[config.mk]
export PLATFORM = sky130hd
export DESIGN_NAME = pc_sequencer
export DESIGN_NICKNAME = d
export VERILOG_FILES = /design/src/rtl/pc_sequencer.sv
export SDC_FILE = /design/constraint.sdc
export NUM_CORES = 1
export LEC_CHECK = 0
export ABC_CLOCK_PERIOD_IN_PS = 7580
export CORE_UTILIZATION = 30
export DETAILED_ROUTE_END_ITERATION = 16
export PLACE_DENSITY = 0.62
export SLEW_MARGIN = 20
export SYNTH_ARGS = -nofsm -noshare
export SYNTH_HDL_FRONTEND = slang
export SYNTH_SLANG_ARGS = --single-unit
[constraint.sdc]
create_clock -name clk -period 7.58 [get_ports clk]
set_clock_uncertainty 0.15 [all_clocks]
set_input_delay 0.758 -clock clk [delete_from_list [all_inputs] [get_ports clk]]
set_output_delay 0.758 -clock clk [all_outputs]
set_load 0.05 [all_outputs]
[src/rtl/pc_sequencer.sv]
// pc_sequencer: program-counter sequencer with redirect, one-cycle flush and misaligned-target trap.
// Ports: clk, rst (async active-high); stall freezes RUN; jumpctrl/jalr_uc select branch/jalr target
// from imm and rs1_data; pc/pc_plus4 fetch address and link value; pc_valid, flush, trap status;
// epc holds the pc of the last trapping instruction; redirect_cnt counts accepted redirects.
// Build option: define REDIRECT_CNT_EN to implement the saturating redirect counter (tied to 0 otherwise).
module pc_sequencer #(
  parameter logic [31:0] RESET_PC = 32'h0000_0000,
  parameter logic [31:0] TRAP_PC  = 32'h0000_0100
) (
  input  logic        clk,
  input  logic        rst,
  input  logic        stall,
  input  logic        jumpctrl,
  input  logic        jalr_uc,
  input  logic [31:0] imm,
  input  logic [31:0] rs1_data,
  output logic [31:0] pc,
  output logic [31:0] pc_plus4,
  output logic        pc_valid,
  output logic        flush,
  output logic        trap,
  output logic [31:0] epc,
  output logic [31:0] redirect_cnt
);
  localparam logic [1:0] BOOT  = 2'd0;
  localparam logic [1:0] RUN   = 2'd1;
  localparam logic [1:0] FLUSH = 2'd2;
  localparam logic [1:0] TRAP  = 2'd3;
  logic [1:0]  state;
  logic [31:0] tgt;
  logic        redir;
  logic        mis;
  // redirect is only acted on in an unstalled RUN cycle
  logic        take;
  always_comb begin
    tgt   = jalr_uc ? ((rs1_data + imm) & ~32'h1) : pc + imm;
    redir = jalr_uc | jumpctrl;
    mis   = |tgt[1:0];
    take  = (state == RUN) & ~stall & redir;
  end
  assign pc_plus4 = pc + 32'd4;
  assign pc_valid = state == RUN;
  assign flush    = (state == FLUSH) | (state == TRAP);
  assign trap     = state == TRAP;
  always_ff @(posedge clk or posedge rst) begin
    if (rst) begin
      state <= BOOT;
      pc    <= RESET_PC;
      epc   <= 32'h0;
    end else if (state != RUN) begin
      state <= RUN;
    end else if (!stall) begin
      if (!redir) begin
        pc <= pc_plus4;
      end else if (mis) begin
        epc   <= pc;
        pc    <= TRAP_PC;
        state <= TRAP;
      end else begin
        pc    <= tgt;
        state <= FLUSH;
      end
    end
  end
`ifdef REDIRECT_CNT_EN
  always_ff @(posedge clk or posedge rst) begin
    if (rst) redirect_cnt <= 32'h0;
    else if (take && !mis && redirect_cnt != 32'hFFFF_FFFF) redirect_cnt <= redirect_cnt + 32'd1;
  end
`else
  assign redirect_cnt = 32'h0;
`endif
endmodule
Yosys cells after proc, flatten, opt, wreduce, memory -nomap -nowiden:

Index checks and enable logic that the tools add are counted.

* add/subtract/negate cells: 3
* reductions and logical operators: 5
* equal/unequal tests: 5
* bitwise gates (word level): 4
* multiplexer cells: 7

Operators by type and width (count)
* $mux W32: 3
* $add A32 B32 Y32: 2
* $add A32 B3 Y32 const B: 1
* $mux W2: 3
* $eq A2 B2 Y1 const B: 2
* $ne A2 B1 Y1 const B: 2
* $reduce_and A2 Y1: 2
* $reduce_and A4 Y1: 1
* $eq A2 B1 Y1 const B: 1
* $not A1 Y1: 2
* $or A1 B1 Y1: 2
* $reduce_bool A2 Y1: 1
* $reduce_or A2 Y1: 1
* $mux W1: 1

* output and inout bits: 131
* bits in registers: 66
* input bits: 69

Longest topological paths before layout:

Gate-level depths: netlist (run 1).

* depth in word-level cells: 7
* gate-level depth with buffers: 12
* depth with buffers taken out: 12

Least setup slack after synthesis (run 1):

Ideal clock, no wire load.

* kind: register to output
* start: reg pc[4]
* end: out pc_plus4[31]
* arrival time: 2.704 ns
* path buffers: 3
* cell stages (with the launch flop): 9
* setup slack: 3.968 ns
* path through: dfrtp_1 buf_2 and4_1 and3_1 clkbuf_1 and3_1 buf_2 nand4_1 xnor2_1

* cells in the longest elaborated chain, start to end: 1

Ends and longest elaborated chain
* from (decl): RTL line 17 `output logic [31:0] pc,`
* from (signal assigned): RTL line 54 `pc <= pc_plus4;`
* from (signal assigned): RTL line 60 `pc <= tgt;`
* $add A32 B3 Y32: RTL line 41 `assign pc_plus4 = pc + 32'd4;`
* to (decl): RTL line 18 `output logic [31:0] pc_plus4,`

No other way between the ends.

Worst setup path in the final report (run 1):

* start: reg pc[16]
* end: out pc_plus4[27]

The elaborated chain is that of the path after synthesis.

==> metrics, run 1 <==
status complete, no violations; Synth Flop Type dfrtp_1; Slew headroom 0.2991; # rows 55; Die Footprint roughly 24000 um2; RSZ-0062 raised after global routing false; Tot Pwr 3045 uW; Setup crit end kind primary output; max-cap violations 0; crit path capture pc_plus4[27]; drt first pass iters 5; Syn. warnings 0; crit path time final roughly 4300 ps; initial antenna violation count 0; area of placed instances between 8000 and 9000 um2; DR vias 7035; Worst-Skew Late Latency 340 ps; DR iter-0 viols 439; worst slew pin tran approximately 1000 ps; RR Startpoint pc[0]$_DFFE_PP0P_; most common cell after layout, fill and taps aside clkdlybuf4s50_1; Tot GR Track Use 0.2059; GPL Wtd Cong between 0.9 and 1; # DRC 0; vias per std cell 5.278; H-tree levels 3; clock sinks 66; reg-to-reg setup timing slack ~4300 ps; reg2reg end pc[24]$_DFFE_PP0P_; Yosys reg bits 66; Root Driver clkbuf_16; Routed Antenna Nets 0; post-synthesis mux area share 0.06093; post-CTS resize count 0; Port Buffers roughly 170; adder-cell area share of the yosys netlist 0.1148; core footprint approximately 23000 um2; cts hold-fix bufs 0; PD cells ~330 nW/um2; worst vdd ir about 0.00019 V; Crit path max-delay family simple AND/OR/NAND/NOR gates; Clk pin slew, worst setup/hold paths around 60 ps; initial core utilization 0.3101; smallest hold slack approximately 350 ps; post-DR wirelength/cell 18.79 um; # IOs 200; WP buf/inv 1; CTS tree done; Compound-Gate Fraction of Synth Area 0.2516; Routed WL around 25000 um; Post-synth EDFFs 0; number of max-slew violations in the final report 0; asr flop ratio synth 1.000; synthesized area 7106 um2; required time of the critical path 6670 ps; ant diodes 0; post-CTS setup buffer count 0; Setup crit start kind register; final worst path period share 0.5702; largest family of logic cells by synthesized area compound AO/OA/AOI/OAI gates; max frequency roughly 0.23 GHz; CP Max Fanout 10; Post-layout nets roughly 1100; total gr overflow 0; xor/xnor share of the synthesized area 0.09614; die width roughly 160 um; maximum clock insertion buffer count 2; Yosys cell types 72; commonest cells after routing, fill and taps aside clkdlybuf4s50_1, nand2_1, a21oi_1, nor2_1, dfrtp_1; kind of critical path register to primary output; Worst path max stage delay roughly 860 ps; count of final hold-check violations 0; Syn-to-layout area delta 30.34%; Post-Synth Simple-Gate Area 0.1757; post-synthesis sequential area ratio 0.2324; Cells after DPL about 1300; TNS Setup 0 ps; largest net degree at the start of global routing 67; Leak approximately 0.0039 uW; vias in the first global route slightly below 7000; Final Setup Violations 0; cells along the critical path and4_1 -> and3_1 -> nand4_1 -> or2_1 -> nor2_1 -> xor2_1 -> clkdlybuf4s50_1; Post-Syn Area per Cell around 8 um2; worst r2r path cells 12; hpwl dp roughly 20000 um; share of layout cells above drive strength 1 0.07157; CP startpoint pc[16]$_DFFE_PP0P_; Layout Cells excl Fill between 1000 and 1500; final instance area a little over 9000 um2; Die Ht around 160 um; Max stage delay cell, worst path clkdlybuf4s50_1; CTS Buf Count 9; WP depth 7; first-pass GRT wire length ~39000 um; class of the worst hold path register to register; Arr. time, crit path approximately 3400 ps; Cells after Synth between 800 and 900
layout make-up:
class / instances / area, um2
Inverter: 22 / 82.58
Sequential cell: 66 / 1652
Clock inverter: 6 / 88.84
Fill cell: 2353 / 13650
Tap cell: 313 / 391.6
Multi-Input combinational cell: 744 / 5099
Clock buffer: 10 / 239.0
Timing Repair Buffer: 172 / 1709
worst min-delay path by stage:
stage | endpoint | start | slack [ps] | cells past startpoint
final | epc[26]$_DFFE_PP0P_ | epc[26]$_DFFE_PP0P_ | 350 | 1
after global routing | epc[27]$_DFFE_PP0P_ | epc[27]$_DFFE_PP0P_ | 360 | 1
after CTS | epc[27]$_DFFE_PP0P_ | epc[27]$_DFFE_PP0P_ | 360 | 1
after detailed placement | epc[27]$_DFFE_PP0P_ | epc[27]$_DFFE_PP0P_ | 340 | 1
after global placement | epc[11]$_DFFE_PP0P_ | epc[11]$_DFFE_PP0P_ | 340 | 1
after floorplan | pc[11]$_DFFE_PP0P_ | pc[11]$_DFFE_PP0P_ | 650 | 2
per-stage QoR:
step           utilization  setup slack [ps]
2_1_floorplan            -              3968
3_3_place_gp        0.3898              3404
3_5_place_dp        0.3898              3360
4_1_cts             0.4042              3245
5_1_grt             0.4042              3122
6_report            0.4042              3258
per-layer routing:
metal  global-route usage  wire [um]
met5                    0          0
met4              0.05369        501
met2               0.3331      11430
met1               0.2789      11410
met3              0.03944       1695
state kept, by name, summed over array words and instances (netlist names):
signal / cells
epc: 32
pc: 32
state: 2
cell usage after synthesis, types with 14 or more instances:
master,count,area share
nand2_1,81,0.043
a21oi_1,79,0.056
nor2_1,72,0.038
dfrtp_1,66,0.23
ha_1,62,0.11
xnor2_1,47,0.058
o21ai_0,42,0.030
buf_4,34,0.036
mux2_2,34,0.054
xor2_1,31,0.038
a21o_1,30,0.032
nand3_1,27,0.019
clkbuf_1,23,0.012
inv_1,22,0.012
nor3_1,15,0.011
nand4_1,14,0.012
kinds of logic after synthesis:
family	after synthesis
flops	66
xor+xnor	78
fa+ha+maj	64
buf+inv	91
other cells	1
mux	39
compound gates	266
simple gates	265
report_power, final:
group	switching (uW)	total, uW	internal (uW)
Clock	171	468	298
Sequential	179	648	469
Combinational	1230	1930	695
No activity file was read; power rests on OpenSTA's default activity.
==> run 2: changes to the inputs <==
--- a/config.mk
+++ b/config.mk
@@ -5,7 +5,7 @@
 export SDC_FILE = /design/constraint.sdc
 export NUM_CORES = 1
 export LEC_CHECK = 0
-export ABC_CLOCK_PERIOD_IN_PS = 7580
+export ABC_CLOCK_PERIOD_IN_PS = 4000
 export CORE_UTILIZATION = 30
 export DETAILED_ROUTE_END_ITERATION = 16
 export PLACE_DENSITY = 0.62
==> constraint.sdc (replaced) <==
create_clock -name clk -period 4 [get_ports clk]
set_clock_uncertainty 0.15 [all_clocks]
set_input_delay 0.4 -clock clk [delete_from_list [all_inputs] [get_ports clk]]
set_output_delay 0.4 -clock clk [all_outputs]
set_load 0.05 [all_outputs]
==> run 2 against run 1 <==
Worst hold slack lost 2.4 ps. Global-route usage rose by 0.21 points. Sequential power is 76% higher. Via count rose by 1.4%. Count of clock-buffer cells in the layout unchanged. Final cell count is 1.5% higher. Sequential share of layout area decreased by 0.24 points. Design area up 1.4%. Routed wire length grew 1.7%. Flip-flop and latch count did not move. Core utilization is 0.55 points higher. Register-to-register slack got worse by 3500 ps. Highest routed layer unchanged.
==> metrics, run 2 (synthesis gave the netlist of run 1 again) <==
GPL Wtd Cong 0.9364 (was 0.9947); Routed WL 25470 um (was 25040 um); reg-to-reg setup timing slack 790 ps (was 4310 ps); core footprint 22920 um2 (unchanged); RSZ-0062 raised after global routing false (unchanged); Slew headroom 0.4834 (was 0.2991); Syn-to-layout area delta 32.12% (was 30.34%); Tot Pwr 5747 uW (was 3045 uW); worst vdd ir 0.0004630 V (was 0.0001882 V); largest net degree at the start of global routing 35 (was 67); die width 155.9 um (unchanged); vias per std cell 5.274 (was 5.278); most common cell after layout, fill and taps aside clkdlybuf4s50_1 (unchanged); Tot GR Track Use 0.2080 (was 0.2059); worst slew pin tran 773.7 ps (was 1049 ps); hpwl dp 20270 um (was 19530 um); share of layout cells above drive strength 1 0.08846 (was 0.07157); Sw Ratio 0.5236 (was 0.5199); Leak 0.004035 uW (was 0.003917 uW); CTS tree done (unchanged); status complete, no violations (unchanged); Clk pin slew, worst setup/hold paths 50 ps (was 60 ps); final worst path period share 0.9519; largest registers epc x32, pc x32, state x2 (unchanged); CTS Buf Count 9 (unchanged); cells along the critical path and4_1 -> and4_1 -> nand3_1 -> or2_1 -> nor2_1 -> xor2_1 -> clkdlybuf4s50_1 (was and4_1 -> and3_1 -> nand4_1 -> or2_1 -> nor2_1 -> xor2_1 -> clkdlybuf4s50_1); switching pwr 3009 uW (was 1583 uW); count of final hold-check violations 0 (unchanged); DR iter-0 viols 429 (was 439); DR vias 7136 (was 7035); smallest hold slack 351.5 ps (was 353.8 ps); # rows 55 (unchanged); Final Setup Violations 0 (unchanged); Die Ht 155.9 um (unchanged); clock sinks 66 (unchanged); number of max-slew violations in the final report 0 (unchanged); post-DR wirelength/cell 18.82 um (was 18.79 um); H-tree levels 3 (unchanged); # IOs 200 (unchanged); Routed Antenna Nets 0 (unchanged); TNS Setup 0 ps (unchanged); vias in the first global route 6892 (was 6800); commonest cells after routing, fill and taps aside clkdlybuf4s50_1, nand2_1, a21oi_1, nor2_1, dfrtp_1 (unchanged); max frequency around 0.26 GHz; crit path time final around 3800 ps; Post-layout nets 1168 (was 1148); initial core utilization 0.3101 (unchanged); required time of the critical path 3450 ps (was 6670 ps); class of the worst hold path register to register (unchanged); drt first pass iters 7 (was 5); Root Driver clkbuf_16 (unchanged); Fill cells 2408 (was 2353); ant diodes 0 (unchanged); # DRC 0 (unchanged); Worst path max stage delay 860 ps (about the same); Port Buffers 167 (unchanged); CP Max Fanout 10 (unchanged); PD cells 612.2 nW/um2 (was 328.7 nW/um2); sequential share of power 0.199 (was 0.213); most frequent CP cell and4_1; max-cap violations 0 (unchanged); maximum clock insertion buffer count 2 (unchanged); Clock Power Share 0.136 (was 0.154); first-pass GRT wire length 38640 um (was 38580 um); initial antenna violation count 0 (unchanged); Worst-Skew Late Latency 330 ps (was 340 ps); Setup crit end kind primary output (unchanged); Logic pwr share 0.665 (was 0.633); Max stage delay cell, worst path clkdlybuf4s50_1 (unchanged); total gr overflow 0 (unchanged); Die Footprint 24300 um2 (unchanged); Setup crit start kind register (unchanged); kind of critical path register to primary output (unchanged); Arr. time, crit path 3260 ps (was 3410 ps); Power Internal 2738 uW (was 1462 uW)
[run 2: stage by stage]
step	area [um2]	utilization	instances	setup WS, ps
after global placement	9096	0.3969	1337	315.1
after CTS	9383	0.4094	1353	100.0
after floorplan	7222	-	901	622.0
final	9388	0.4097	1353	192.5
after detailed placement	9096	0.3969	1337	307.8
after global routing	9388	0.4097	1353	6.375
[run 2: worst paths after layout]
kind / start / to / depth (start not counted)
setup / recovery: pc[8]$_DFFE_PP0P_ / pc_plus4[27] / 7
hold / removal: epc[26]$_DFFE_PP0P_ / epc[26]$_DFFE_PP0P_ / 1
setup reg to reg: pc[2]$_DFFE_PP0P_ / pc[31]$_DFFE_PP0P_ / 11
hold reg to reg: epc[26]$_DFFE_PP0P_ / epc[26]$_DFFE_PP0P_ / 1
max in group asynchronous: rst / pc[24]$_DFFE_PP0P_ / 3
min in group asynchronous: rst / epc[2]$_DFFE_PP0P_ / 2
[run 2: layout make-up]
cell class	count	area, um2	share of cell area
multi-input combinational	744	5099	0.5431
timing repair buffer	192	1877	0.1999
sequential	66	1652	0.1759
tap	313	391.6	0.04172
clock buffer	10	229.0	0.02439
inverter	22	82.58	0.008796
clock inverter	6	57.56	0.006131
[run 2: power groups by stage]
stage	Clock [uW]	Sequential (uW)	Combinational [uW]
after floorplan	0	1880	1810
after global placement	0	1150	3810
after detailed placement	0	1150	3810
after CTS	789	1140	3820
after global routing	816	1180	4040
final	780	1140	3820
[run 2: repair_timing]
item,in CTS,in global routing
hold buffers,0,0
setup buffers,0,0
setup endpoints to repair,0,2
gates resized for setup,0,2
[run 2: metal layers]
metal	vias to the layer above	wire length (um)	global-route usage	share of wire
li1	3464	-	-	-
met1	3393	11430	0.2795	0.45
met2	261	12010	0.3476	0.47
met3	18	1674	0.03361	0.066
met4	0	350	0.04669	0.014
met5	-	0	0	0
[run 2: worst max-delay path: cells and delay by family (launching register included)]
| kind | cells | cell delay [ps] |
|---|---|---|
| XOR/XNOR | 1 | 290 |
| flip-flops | 1 | 560 |
| buffers and inverters | 1 | 860 |
| AND/OR/NAND/NOR | 5 | 1220 |
==> run 3: changes to the inputs <==
--- a/config.mk
+++ b/config.mk
@@ -9,7 +9,6 @@
 export CORE_UTILIZATION = 30
 export DETAILED_ROUTE_END_ITERATION = 16
 export PLACE_DENSITY = 0.62
-export SLEW_MARGIN = 20
 export SYNTH_ARGS = -nofsm -noshare
 export SYNTH_HDL_FRONTEND = slang
 export SYNTH_SLANG_ARGS = --single-unit
==> results of run 3 <==
Final layout, timing and power as in run 2 (identical DEF).
